**config.mk**
```make
export PLATFORM = sky130hd
export DESIGN_NAME = mps_cpu_mc
export DESIGN_NICKNAME = d
export VERILOG_FILES = /design/src/rtl/mps_cpu_mc.sv
export SDC_FILE = /design/constraint.sdc
export NUM_CORES = 1
export LEC_CHECK = 0
export BUFFER_PORTS_ARGS = -buffer_cell sky130_fd_sc_hd__buf_2
export CORE_ASPECT_RATIO = 1.2
export CORE_MARGIN = 2
export CORE_UTILIZATION = 35
export CTS_BUF_LIST = sky130_fd_sc_hd__clkbuf_4
export DETAILED_ROUTE_END_ITERATION = 6
export GPL_TIMING_DRIVEN = 0
export SLEW_MARGIN = 20
export SYNTH_ARGS = -nofsm -noshare
export SYNTH_HDL_FRONTEND = slang
export SYNTH_SLANG_ARGS = --single-unit
```
**constraint.sdc**
```tcl
create_clock -name clock -period 5.15 [get_ports clock]
set_clock_uncertainty 0.1 [all_clocks]
set_input_delay 0 -clock clock [delete_from_list [all_inputs] [get_ports clock]]
set_output_delay 0 -clock clock [all_outputs]
set_load 0.05 [all_outputs]
```
**src/rtl/mps_cpu_mc.sv**
```systemverilog
// mps_cpu_mc: multi-cycle MPS core with req/ack handshakes to instruction ROM and data RAM.
// Optional retired-instruction counter port is enabled by defining MPS_CPU_RETIRE_CNT_EN.
module mps_cpu_mc #(
  parameter int unsigned DATA_WIDTH      = 8,
  parameter int unsigned IMEM_ADDR_WIDTH = 8,
  parameter int unsigned DMEM_ADDR_WIDTH = 8
) (
  input  logic                       clock,
  input  logic                       nreset,
  output logic                       imem_req,
  output logic [IMEM_ADDR_WIDTH-1:0] imem_addr,
  input  logic                       imem_ack,
  input  logic [15:0]                imem_value,
  output logic                       dmem_req,
  output logic                       dmem_wenable,
  output logic [DMEM_ADDR_WIDTH-1:0] dmem_addr,
  output logic [DATA_WIDTH-1:0]      dmem_wvalue,
  input  logic                       dmem_ack,
  input  logic [DATA_WIDTH-1:0]      dmem_rvalue,
  output logic                       halted,
  output logic                       fault
`ifdef MPS_CPU_RETIRE_CNT_EN
  ,
  output logic [31:0]                retired
`endif
);

  typedef enum logic [2:0] {
    S_FETCH  = 3'd0,
    S_DECODE = 3'd1,
    S_EXEC   = 3'd2,
    S_MEM    = 3'd3,
    S_WB     = 3'd4,
    S_HALT   = 3'd5,
    S_FAULT  = 3'd6
  } state_t;

  localparam logic [3:0] OP_HALT  = 4'h0;
  localparam logic [3:0] OP_SET   = 4'h2;
  localparam logic [3:0] OP_DUP   = 4'h4;
  localparam logic [3:0] OP_LOAD  = 4'h6;
  localparam logic [3:0] OP_STORE = 4'h8;
  localparam logic [3:0] OP_BRZ   = 4'hA;
  localparam logic [3:0] OP_ILL0  = 4'hC;
  localparam logic [3:0] OP_ILL1  = 4'hE;
  localparam logic [3:0] OP_ADD   = 4'h1;
  localparam logic [3:0] OP_SUB   = 4'h3;
  localparam logic [3:0] OP_LSH   = 4'h5;
  localparam logic [3:0] OP_RSH   = 4'h7;
  localparam logic [3:0] OP_OR    = 4'h9;
  localparam logic [3:0] OP_AND   = 4'hB;
  localparam logic [3:0] OP_XOR   = 4'hD;
  localparam logic [3:0] OP_NOT   = 4'hF;

  localparam logic [DATA_WIDTH-1:0] SHIFT_LIM = DATA_WIDTH'(DATA_WIDTH);

  state_t                       r_state;
  state_t                       w_state_nxt;
  logic [IMEM_ADDR_WIDTH-1:0]   r_pc;
  logic [15:0]                  r_ir;
  logic [DATA_WIDTH-1:0]        r_a;
  logic [DATA_WIDTH-1:0]        r_b;
  logic [DATA_WIDTH-1:0]        r_res;
  logic                         r_take;
  logic [DATA_WIDTH-1:0]        r_rf [16];

  logic                         r_imem_req;
  logic                         r_dmem_req;
  logic                         r_dmem_we;
  logic [DMEM_ADDR_WIDTH-1:0]   r_dmem_addr;
  logic [DATA_WIDTH-1:0]        r_dmem_wv;
  logic                         r_halted;
  logic                         r_fault;

  logic                         w_imem_req_nxt;
  logic                         w_dmem_req_nxt;
  logic                         w_dmem_we_nxt;
  logic [DMEM_ADDR_WIDTH-1:0]   w_dmem_addr_nxt;
  logic [DATA_WIDTH-1:0]        w_dmem_wv_nxt;
  logic                         w_halted_nxt;
  logic                         w_fault_nxt;

  logic [3:0]                   w_op;
  logic [3:0]                   w_rd;
  logic [3:0]                   w_ra_idx;
  logic [3:0]                   w_rb_idx;
  logic [7:0]                   w_imm;
  logic [DATA_WIDTH-1:0]        w_ra_val;
  logic [DATA_WIDTH-1:0]        w_rb_val;
  logic [DATA_WIDTH-1:0]        w_alu;
  logic                         w_is_mem;
  logic                         w_rd_we;
  logic                         w_imem_done;
  logic                         w_dmem_done;

  assign w_op     = r_ir[3:0];
  assign w_rd     = r_ir[7:4];
  assign w_ra_idx = r_ir[11:8];
  assign w_rb_idx = r_ir[15:12];
  assign w_imm    = r_ir[15:8];

  // r0 is hardwired to zero on the read side
  assign w_ra_val = (w_ra_idx == 4'd0) ? '0 : r_rf[w_ra_idx];
  assign w_rb_val = (w_rb_idx == 4'd0) ? '0 : r_rf[w_rb_idx];

  assign w_is_mem    = (w_op == OP_LOAD) || (w_op == OP_STORE);
  assign w_rd_we     = w_op[0] || (w_op == OP_SET) || (w_op == OP_DUP) || (w_op == OP_LOAD);
  assign w_imem_done = r_imem_req && imem_ack;
  assign w_dmem_done = r_dmem_req && dmem_ack;

  // State register
  always_ff @(posedge clock) begin
    if (!nreset) begin
      r_state <= S_FETCH;
    end else begin
      r_state <= w_state_nxt;
    end
  end

  // Next-state logic
  always_comb begin
    w_state_nxt = r_state;
    case (r_state)
      S_FETCH: begin
        if (w_imem_done) w_state_nxt = S_DECODE;
      end
      S_DECODE: begin
        if ((w_op == OP_ILL0) || (w_op == OP_ILL1)) begin
          w_state_nxt = S_FAULT;
        end else if (w_op == OP_HALT) begin
          w_state_nxt = S_HALT;
        end else begin
          w_state_nxt = S_EXEC;
        end
      end
      S_EXEC:  w_state_nxt = w_is_mem ? S_MEM : S_WB;
      S_MEM: begin
        if (w_dmem_done) w_state_nxt = S_WB;
      end
      S_WB:    w_state_nxt = S_FETCH;
      S_HALT:  w_state_nxt = S_HALT;
      S_FAULT: w_state_nxt = S_FAULT;
      default: w_state_nxt = S_FAULT;
    endcase
  end

  // Output decode from the upcoming state so the output flops line up with the state flop
  always_comb begin
    w_imem_req_nxt  = (w_state_nxt == S_FETCH);
    w_dmem_req_nxt  = (w_state_nxt == S_MEM);
    w_dmem_we_nxt   = 1'b0;
    w_dmem_addr_nxt = '0;
    w_dmem_wv_nxt   = '0;
    w_halted_nxt    = (w_state_nxt == S_HALT);
    w_fault_nxt     = (w_state_nxt == S_FAULT);
    if (w_state_nxt == S_MEM) begin
      w_dmem_we_nxt   = (w_op == OP_STORE);
      w_dmem_addr_nxt = DMEM_ADDR_WIDTH'(r_a);
      w_dmem_wv_nxt   = (w_op == OP_STORE) ? r_b : '0;
    end
  end

  // Result for every register-writing opcode except LOAD
  always_comb begin
    w_alu = '0;
    case (w_op)
      OP_ADD:  w_alu = r_a + r_b;
      OP_SUB:  w_alu = r_a - r_b;
      OP_LSH:  w_alu = (r_b >= SHIFT_LIM) ? '0 : (r_a << r_b);
      OP_RSH:  w_alu = (r_b >= SHIFT_LIM) ? '0 : (r_a >> r_b);
      OP_OR:   w_alu = r_a | r_b;
      OP_AND:  w_alu = r_a & r_b;
      OP_XOR:  w_alu = r_a ^ r_b;
      OP_NOT:  w_alu = ~r_a;
      OP_SET:  w_alu = DATA_WIDTH'(w_imm);
      OP_DUP:  w_alu = r_a;
      default: w_alu = '0;
    endcase
  end

  // Output registers
  always_ff @(posedge clock) begin
    if (!nreset) begin
      r_imem_req  <= 1'b0;
      r_dmem_req  <= 1'b0;
      r_dmem_we   <= 1'b0;
      r_dmem_addr <= '0;
      r_dmem_wv   <= '0;
      r_halted    <= 1'b0;
      r_fault     <= 1'b0;
    end else begin
      r_imem_req  <= w_imem_req_nxt;
      r_dmem_req  <= w_dmem_req_nxt;
      r_dmem_we   <= w_dmem_we_nxt;
      r_dmem_addr <= w_dmem_addr_nxt;
      r_dmem_wv   <= w_dmem_wv_nxt;
      r_halted    <= w_halted_nxt;
      r_fault     <= w_fault_nxt;
    end
  end

  // Datapath: instruction latch, operand read, execute, memory capture, writeback
  always_ff @(posedge clock) begin
    if (!nreset) begin
      r_pc   <= '0;
      r_ir   <= '0;
      r_a    <= '0;
      r_b    <= '0;
      r_res  <= '0;
      r_take <= 1'b0;
      for (int i = 0; i < 16; i++) r_rf[i] <= '0;
    end else begin
      case (r_state)
        S_FETCH: begin
          if (w_imem_done) r_ir <= imem_value;
        end
        S_DECODE: begin
          r_a <= w_ra_val;
          r_b <= w_rb_val;
        end
        S_EXEC: begin
          r_res  <= w_alu;
          r_take <= (w_op == OP_BRZ) && (r_a == '0);
        end
        S_MEM: begin
          if (w_dmem_done && !r_dmem_we) r_res <= dmem_rvalue;
        end
        S_WB: begin
          if (w_rd_we && (w_rd != 4'd0)) r_rf[w_rd] <= r_res;
          r_pc <= r_take ? IMEM_ADDR_WIDTH'(r_b) : (r_pc + IMEM_ADDR_WIDTH'(1));
        end
        default: ;
      endcase
    end
  end

`ifdef MPS_CPU_RETIRE_CNT_EN
  logic [31:0] r_retired;

  // Counts writeback edges only; terminal states never pass through WB
  always_ff @(posedge clock) begin
    if (!nreset) begin
      r_retired <= '0;
    end else if (r_state == S_WB) begin
      r_retired <= r_retired + 32'd1;
    end
  end

  assign retired = r_retired;
`endif

  assign imem_req     = r_imem_req;
  assign imem_addr    = r_pc;
  assign dmem_req     = r_dmem_req;
  assign dmem_wenable = r_dmem_we;
  assign dmem_addr    = r_dmem_addr;
  assign dmem_wvalue  = r_dmem_wv;
  assign halted       = r_halted;
  assign fault        = r_fault;

endmodule

```
Yosys cells after proc, flatten, opt, wreduce, memory -nomap -nowiden
Memory sizes are Yosys's and may differ from the RTL's. A register that Yosys moved wholly into a read port is not among the register bits.
Index checks and enable logic that the tools add are counted.
{"block": "op_classes", "addsub": 3, "n_lt_le_gt_ge": 1, "n_eq_ne": 24, "shift": 2, "n_mux": 26, "bitwise": 4, "n_reduce_logical": 24}
{"operator": "8-bit one-hot mux with 10 select lines", "count": 1}
{"operator": "8-bit 2-to-1 mux", "count": 7}
{"operator": "4-bit equality test, second input constant", "count": 8}
{"operator": "4-bit 2-to-1 mux", "count": 5}
{"operator": "3-bit one-hot mux with 6 select lines", "count": 1}
{"operator": "4-bit by 3-bit equality test with 1-bit output, second input constant", "count": 4}
{"operator": "8-bit one-hot mux with 2 select lines", "count": 1}
{"operator": "3-bit 2-to-1 mux", "count": 5}
{"operator": "3-bit equality test, second input constant", "count": 4}
{"operator": "4-bit zero test", "count": 3}
{"operator": "3-bit by 2-bit equality test with 1-bit output, second input constant", "count": 3}
{"operator": "8-bit by 1-bit adder with 8-bit output, second input constant", "count": 1}
{"operator": "8-bit adder", "count": 1}
{"operator": "8-bit AND", "count": 1}
{"operator": "4-bit by 2-bit equality test with 1-bit output, second input constant", "count": 2}
{"operator": "8-bit by 4-bit greater-or-equal comparator with 1-bit output, second input constant", "count": 1}
{"operator": "8-bit zero test", "count": 1}
{"operator": "8-bit inverter", "count": 1}
{"operator": "8-bit bitwise OR", "count": 1}
{"operator": "8-bit OR reduction", "count": 1}
{"operator": "8-bit by 8-bit << shifter with 8-bit output", "count": 1}
{"operator": "8-bit by 8-bit right shift with 8-bit output", "count": 1}
{"operator": "8-bit subtractor", "count": 1}
{"operator": "8-bit XOR", "count": 1}
{"operator": "other kinds (12)", "count": 28}
{"block": "totals", "reg_bits": 73, "ramBits": 128, "inputBits": 28, "out_inout_bits": 29, "elab_cells": 99, "mem_count": 1}
{"name": "r_rf", "depth": 16, "word_bits": 8, "rd": 2, "rd_ports_with_merged_regs": 2, "wr": 16, "line": "65", "source": "logic [DATA_WIDTH-1:0] r_rf [16];"}

Depth between registers and ports, before layout
Gate-level depths: netlist (run 1).
{"block": "depth", "word_depth": 11, "mapped_depth": 13, "depth_no_buf": 11}

Worst setup path before layout (run 1)
Ideal clock, no wire load.
{"block": "synth_timing", "path_kind": "register to register", "start": "register r_b[1]", "end": "register r_res[4]", "setup_time_ps": 120, "arrival_ps": 2561, "required_ps": 4930, "path_slack_ps": 2369, "path_stages_with_launch": 11, "n_path_buf": 1, "synth_period_minus_slack_ps": 2781, "cell_sequence": "dfxtp_1 clkbuf_1 inv_1 ha_1 mux2_2 fa_1 nor2b_1 o21a_1 o21ai_0 nor3b_1 o31a_1"}
{"block": "synth_via", "elab_chain_cells": 4, "word_cells_on_any_way": 9, "cone_classes": "add/sub (2); order compare (1); shift (2); mux (4)"}
{"item": "from (decl)", "line": "62", "source": "logic [DATA_WIDTH-1:0] r_b;"}
{"item": "from (signal assigned)", "line": "219", "source": "r_b <= w_rb_val;"}
{"item": "8-bit by 4-bit greater-or-equal comparator with 1-bit output (tied with other cells)", "line": "169, 170"}
{"item": "8-bit 2-to-1 mux (on tied branches)", "line": "170, 169"}
{"item": "8-bit one-hot mux with 10 select lines *", "line": "166", "source": "case (w_op)"}
{"item": "8-bit one-hot mux with 2 select lines *", "line": "213", "source": "case (r_state)"}
{"item": "to (signal assigned)", "line": "222", "source": "r_res <= w_alu;"}
{"item": "to (signal assigned)", "line": "226", "source": "if (w_dmem_done && !r_dmem_we) r_res <= dmem_rvalue;"}
{"item": "to (decl)", "line": "63", "source": "logic [DATA_WIDTH-1:0] r_res;"}
Every way passes the cells marked *; elsewhere a longest branch is shown, timed or not.
A chain may end at the register's enable or synchronous reset.

Worst setup path in the final report (run 1)
{"block": "layout_timing", "start": "register r_ir[3]", "end": "register r_res[2]"}
{"block": "layout_via", "elab_chain_cells": 3, "word_cells_on_any_way": 12, "cone_classes": "eq/ne (10); mux (2)"}
{"item": "from (decl)", "line": "60", "source": "logic [15:0] r_ir;"}
{"item": "from (signal assigned)", "line": "215", "source": "if (w_imem_done) r_ir <= imem_value;"}
{"item": "4-bit by 3-bit equality test with 1-bit output (tied with other cells)", "line": "166"}
{"item": "8-bit one-hot mux with 10 select lines *", "line": "166"}
{"item": "8-bit one-hot mux with 2 select lines *", "line": "213"}
Marked as above.

==> results of run 1 <==
-- power groups by stage --
stage / clock [mW] / sequential, mW / combinational [mW]
finish: 1.45 / 1.92 / 0.852
global route: 1.56 / 1.93 / 0.916
CTS: 1.48 / 1.92 / 0.844
detailed placement: 0 / 1.96 / 0.810
global placement: 0 / 1.95 / 0.806
floorplan: 0 / 1.95 / 0.549
-- worst max-delay path by stage --
stage	startpoint	to	slack, ns	depth (start not counted)
global placement	r_state[0]	r_rf[10][3]	1.74	7
detailed placement	r_ir[3]	r_res[2]	1.78	10
CTS	r_ir[3]	r_res[2]	1.78	10
global route	r_ir[3]	r_res[6]	1.48	12
finish	r_ir[3]	r_res[2]	1.71	10
floorplan	r_b[1]	r_res[4]	2.37	10
-- per-layer routing --
layer	up-vias	GRT usage [%]	wire length [µm]
met4	0	12.5	2240
met2	363	38.3	18800
met3	114	3.42	2070
li1	4052	-	-
met5	-	0	0
met1	4428	25.9	14400
-- state kept, by name (all words and copies together), names as in the netlist, 3 cells and up, named ones only --
register and flops:
dmem_addr 8, r_ir 16, r_state 3, imem_addr 8, dmem_wvalue 8, r_res 8, r_a 8, r_rf 128
r_b 8
-- per-stage QoR --
| step | worst slack [ns] | util, % | hold slack (ns) | instance area, µm² |
|---|---|---|---|---|
| 3_3_place_gp | 1.74 | 37.8 | 0.159 | 12400 |
| 3_5_place_dp | 1.78 | 37.8 | 0.157 | 12400 |
| 2_1_floorplan | 2.37 | - | 0.0360 | 11600 |
| 6_report | 1.71 | 41.2 | 0.0485 | 13500 |
| 5_1_grt | 1.48 | 41.2 | 0.0472 | 13500 |
| 4_1_cts | 1.78 | 41.2 | 0.00227 | 13500 |
-- layout by cell type, fill, tap and decap left out, types with 11 or more instances in the layout --
| cell | netlist | routed |
|---|---|---|
| o21ai_1 | 1 | 12 |
| nand3_1 | 13 | 13 |
| nor2_1 | 49 | 49 |
| clkbuf_4 | 0 | 78 |
| dlygate4sd3_1 | 0 | 43 |
| o21ai_0 | 51 | 40 |
| mux4_2 | 88 | 88 |
| clkinv_1 | 1 | 11 |
| buf_2 | 13 | 69 |
| and2_1 | 141 | 141 |
| edfxtp_1 | 128 | 128 |
| a22oi_1 | 14 | 14 |
| clkbuf_1 | 62 | 62 |
| a21oi_1 | 41 | 41 |
| ha_1 | 25 | 25 |
| dfxtp_1 | 81 | 81 |
| mux2i_1 | 13 | 13 |
| nand2_1 | 86 | 86 |
| inv_1 | 39 | 39 |
-- worst reg2reg max path, cell delays in order (launching register included) --
cell      delay, ns
dfxtp_1        0.35
clkbuf_1       0.24
nor2_1         0.44
and3_1         0.23
clkbuf_1       0.27
mux2_2         0.40
fa_1           0.40
nor2b_1        0.18
o311ai_0       0.18
nor4_1         0.41
a221oi_1       0.14
-- layout make-up --
type,instances,share of cell area [%]
flip-flops and latches,209,40.3
repair buffers,99,5.25
inverters,40,1.11
well taps,412,3.81
multi-input cells,682,42.0
diodes,1,0.0185
plain buffers,81,2.45
clock buffers,78,4.32
clock inverters,16,0.711
-- kinds of logic after synthesis --
logic type / count (synthesis)
AND/OR/NAND/NOR: 364
flip-flops: 209
AO/OA/AOI/OAI: 169
buffers and inverters: 121
multiplexers: 105
adder cells (fa/ha/maj): 26
XOR/XNOR: 10
other: 1
==> out/results.ini, run 1 <==
[die]
die_y_um=203
die_area_um2=34600
io_pins=57
dieWidth_um=170
num_rows=73
initial_core_util_pct=35.3
core_area_um2=32900

[drt]
dr_total_vias=8957
route.detailed.drc=0
wirelength_um=37500
initialDrtViolationCount=745
drt_pass1_iterations=5
wl_per_cell_um=23.2
antenna_left=0
avgViaCountPerCell=5.54

[worst_hold_path]
min_delay_path_depth=4
worst_hold_path_type=in2reg
hp-start=imem_ack
whs_endpoint=halted

[synthesis]
synth_seq_area_share_pct=47.1
yosysTopAreaCell=edfxtp_1
yosys-top-cells-count=and2_1 (141), edfxtp_1 (128), mux4_2 (88)
syn_inst=1005
synth-compound-area-share_pct=9.26
ys_types=75
synthFlopType=edfxtp_1
synth.top_cell.area_share_pct=33.2
synthArstFlopShare_pct=0
ys_seq_elements=209
synth-simple-area-share_pct=17.2
synth_fa_ha_area_share_pct=2.87
synth_top_family_by_area=multiplexers
synth_edf_count=128
yosys_warnings=0
synth-xor-area-share_pct=0.755
syn_area_per_cell_um2=11.5
syn-cell-area_um2=11600
yosys-top-cells-area=edfxtp_1 (33%), mux4_2 (17%), dfxtp_1 (14%)
muxShareOfSynthArea_pct=18.6
yosysMostFrequentCell=and2_1

[setup_path]
crit_family=simple AND/OR/NAND/NOR gates
arrival_ns=3.89
start_kind=flop
worstReg2RegEnd=r_res[2]
worst-endpoint-required_ns=5.60
critical_path.max_fanout=10
critPathCaptureType=flop
worstPathCellList=clkbuf_1 -> nor2_1 -> and3_1 -> clkbuf_1 -> mux2_2 -> fa_1 -> nor2b_1 -> o311ai_0 -> nor4_1 -> a221oi_1
slowest_stage=nor2_1
worst-setup-path-type=reg2reg
slowest_delay_ns=0.44
r2r_slack_ns=1.71
ff2ff_path_depth=10
r2r_start=r_ir[3]
crit_buf_inv=2
worst_path_most_repeated_cell=clkbuf_1

[final_layout]
seqCellArea_um2=5470
multi_input_area_um2=5690
finalNonFillerCells=1618
drive_above_1_share_pct=22.0
n_fill_cell=3192
area_growth_syn_to_layout_pct=16.8
fin_nets=1222

[grt]
grt_pass1_vias=9169
grt_pass1_wl_um=55900
grt_overflow=0
grt_antenna_before_repair=1
grt_usage_pct=22.0
grt_max_degree=18

[clock_tree]
cts_tree=yes
post_cts_resized=0
cts.clk_slew.worst_paths_ns=0.08
cts_setup_buffers=0
cts_buffers=55
clk_latency_ns=0.70
h-tree-depth=2
root_buffer=clkbuf_4
postCtsHoldBufs=43
clk_path_buf_depth=3
cts_sinks=209

[status]
status=finished clean

[timing]
rsz0062_at_grt=no
post-route-period-util_pct=66.7
slew_headroom_pct=30.4
tightest_slew_ns=1.03
setup_tns_ns=0
period_minus_slack_ns=3.44
finalMaxSlewViolations=0
setup_violations=0
max_freq_mhz=291
hold_viol=0

[power_and_ir_drop]
seq_power_share_pct=45.5
clkPwrFrac_pct=34.3
power_switching_mw=1.27
comb_power_share_pct=20.2
p_total_mw=4.23
power_leakage_nw=4.83
power_density_nw_per_um2=312
switching_share_pct=30.2
ir_worst_vdd_v=0.000185
p_int_mw=2.95

[placed_design]
gp_congestion=0.946
dp_hpwl_um=27700
dp_cells=1480
portBuffers=56

[job]
cap_violations=0

Power figures use the tool's default switching activity.
==> run 2: changes to the inputs <==
- clock period: 5.15 -> 3.4 ns (I/O delays scaled with it)
==> out/results.ini, run 2 (same netlist as run 1, synthesis figures left out) <==
[timing]
post-route-period-util_pct=94.0
setup_tns_ns=0
setup_slack_ns=0.205
setup_violations=0
hold_viol=0
slew_headroom_pct=29.8
whs_ns=0.0473
rsz0062_at_grt=no
tightest_slew_ns=1.04
period_minus_slack_ns=3.19
max_freq_mhz=313
finalMaxSlewViolations=0

[status]
status=finished clean

[setup_path]
worst-setup-path-type=reg2reg
crit_family=adder cells
worstPathCellList=clkbuf_2 -> inv_1 -> ha_1 -> mux2_2 -> fa_1 -> nor2b_1 -> o311ai_0 -> nor4_1 -> a221oi_1
slowest_stage=dfxtp_1
critical_path.max_fanout=10
slowest_delay_ns=0.57
worst-endpoint-required_ns=3.85
crit_buf_inv=2
arrival_ns=3.64
start_kind=flop
critPathCaptureType=flop

[clock_tree]
cts.clk_slew.worst_paths_ns=0.07
clk_path_buf_depth=3
clk_latency_ns=0.69
cts_buffers=55
cts_setup_buffers=0
cts_sinks=209
cts_tree=yes
h-tree-depth=2
root_buffer=clkbuf_4

[die]
io_pins=57
initial_core_util_pct=35.3
die_y_um=203
dieWidth_um=170
core_area_um2=32900
num_rows=73
die_area_um2=34600

[power_and_ir_drop]
power_density_nw_per_um2=472
power_leakage_nw=4.84
p_total_mw=6.40
ir_worst_vdd_v=0.000280

[placed_design]
placed_cell_area_um2=12400
portBuffers=56
dp_slack_ns=0.0266
dp_cells=1480
gp_congestion=0.946
dp_hpwl_um=27700

[drt]
dr_total_vias=8948
wl_per_cell_um=23.2
avgViaCountPerCell=5.53
antenna_left=0
initialDrtViolationCount=843
wirelength_um=37500
route.detailed.drc=0
drt_pass1_iterations=6

[final_layout]
drive_above_1_share_pct=22.3
regMostFlops=r_rf
final_cell_mix=and2_1 (141), edfxtp_1 (128), mux4_2 (88), nand2_1 (86), dfxtp_1 (81)
finalNonFillerCells=1618
largest_register_ff_count=128
area_growth_syn_to_layout_pct=16.9
postLayoutCoreUtil_pct=41.2
design_area_um2=13600
layout_commonest_cell=and2_1
fin_nets=1221
reg_top3=r_rf: 128 flops, r_ir: 16 flops

[grt]
grt_max_degree=18
grt_pass1_vias=9169
grt_pass1_wl_um=55900
grt_usage_pct=22.0
grt_overflow=0
grt_antenna_before_repair=1

[job]
cap_violations=0

[worst_hold_path]
worst_hold_path_type=in2reg

==> run 2: cell count changes in the layout (fill, tap and decap cells not counted), sizes merged <==
cell   delta
buf       -1
diode     +1
==> run 2: timing repair <==
action	CTS	global route
gates resized for setup	0	7
hold buffers	43	0
endpoints found under the setup margin	0	7
endpoints found under the hold margin	53	0
==> run 2: cell type report <==
class	instances	area, µm²
Antenna cell	2	5.00
Buffer	80	333
Clock buffer	78	586
Clock inverter	16	96.3
Fill cell	3190	19300
Inverter	40	150
Multi-Input combinational cell	682	5700
Sequential cell	209	5470
Tap cell	412	515
Timing Repair Buffer	99	711
==> run 2: power by group <==
group | internal (mW) | switching (mW)
clock | 1.13 | 1.06
sequential | 2.80 | 0.112
combinational | 0.541 | 0.750
==> run 2: final timing paths <==
check        slack (ns)       end      from  depth (start not counted)
max                0.21  r_res[2]    r_b[1]                          9
min                0.05    halted  imem_ack                          4
max reg2reg        0.21  r_res[2]    r_b[1]                          9
min reg2reg        0.41   r_ir[6]   r_ir[6]                          2
==> run 2: worst register-to-register path: cells and delay by family (launching register included) <==
kind | cells | cell delay (ns)
fa+ha+maj | 2 | 0.70
simple gates | 2 | 0.59
flops | 1 | 0.57
buf+inv | 2 | 0.52
compound gates | 2 | 0.31
mux | 1 | 0.28
==> run 2: metal layers <==
layer	wire (µm)	vias to the layer above	track usage (%)
met5	0	-	0
li1	-	4048	-
met4	2280	0	12.5
met3	2390	125	3.42
met1	14100	4358	25.9
met2	18700	417	38.3
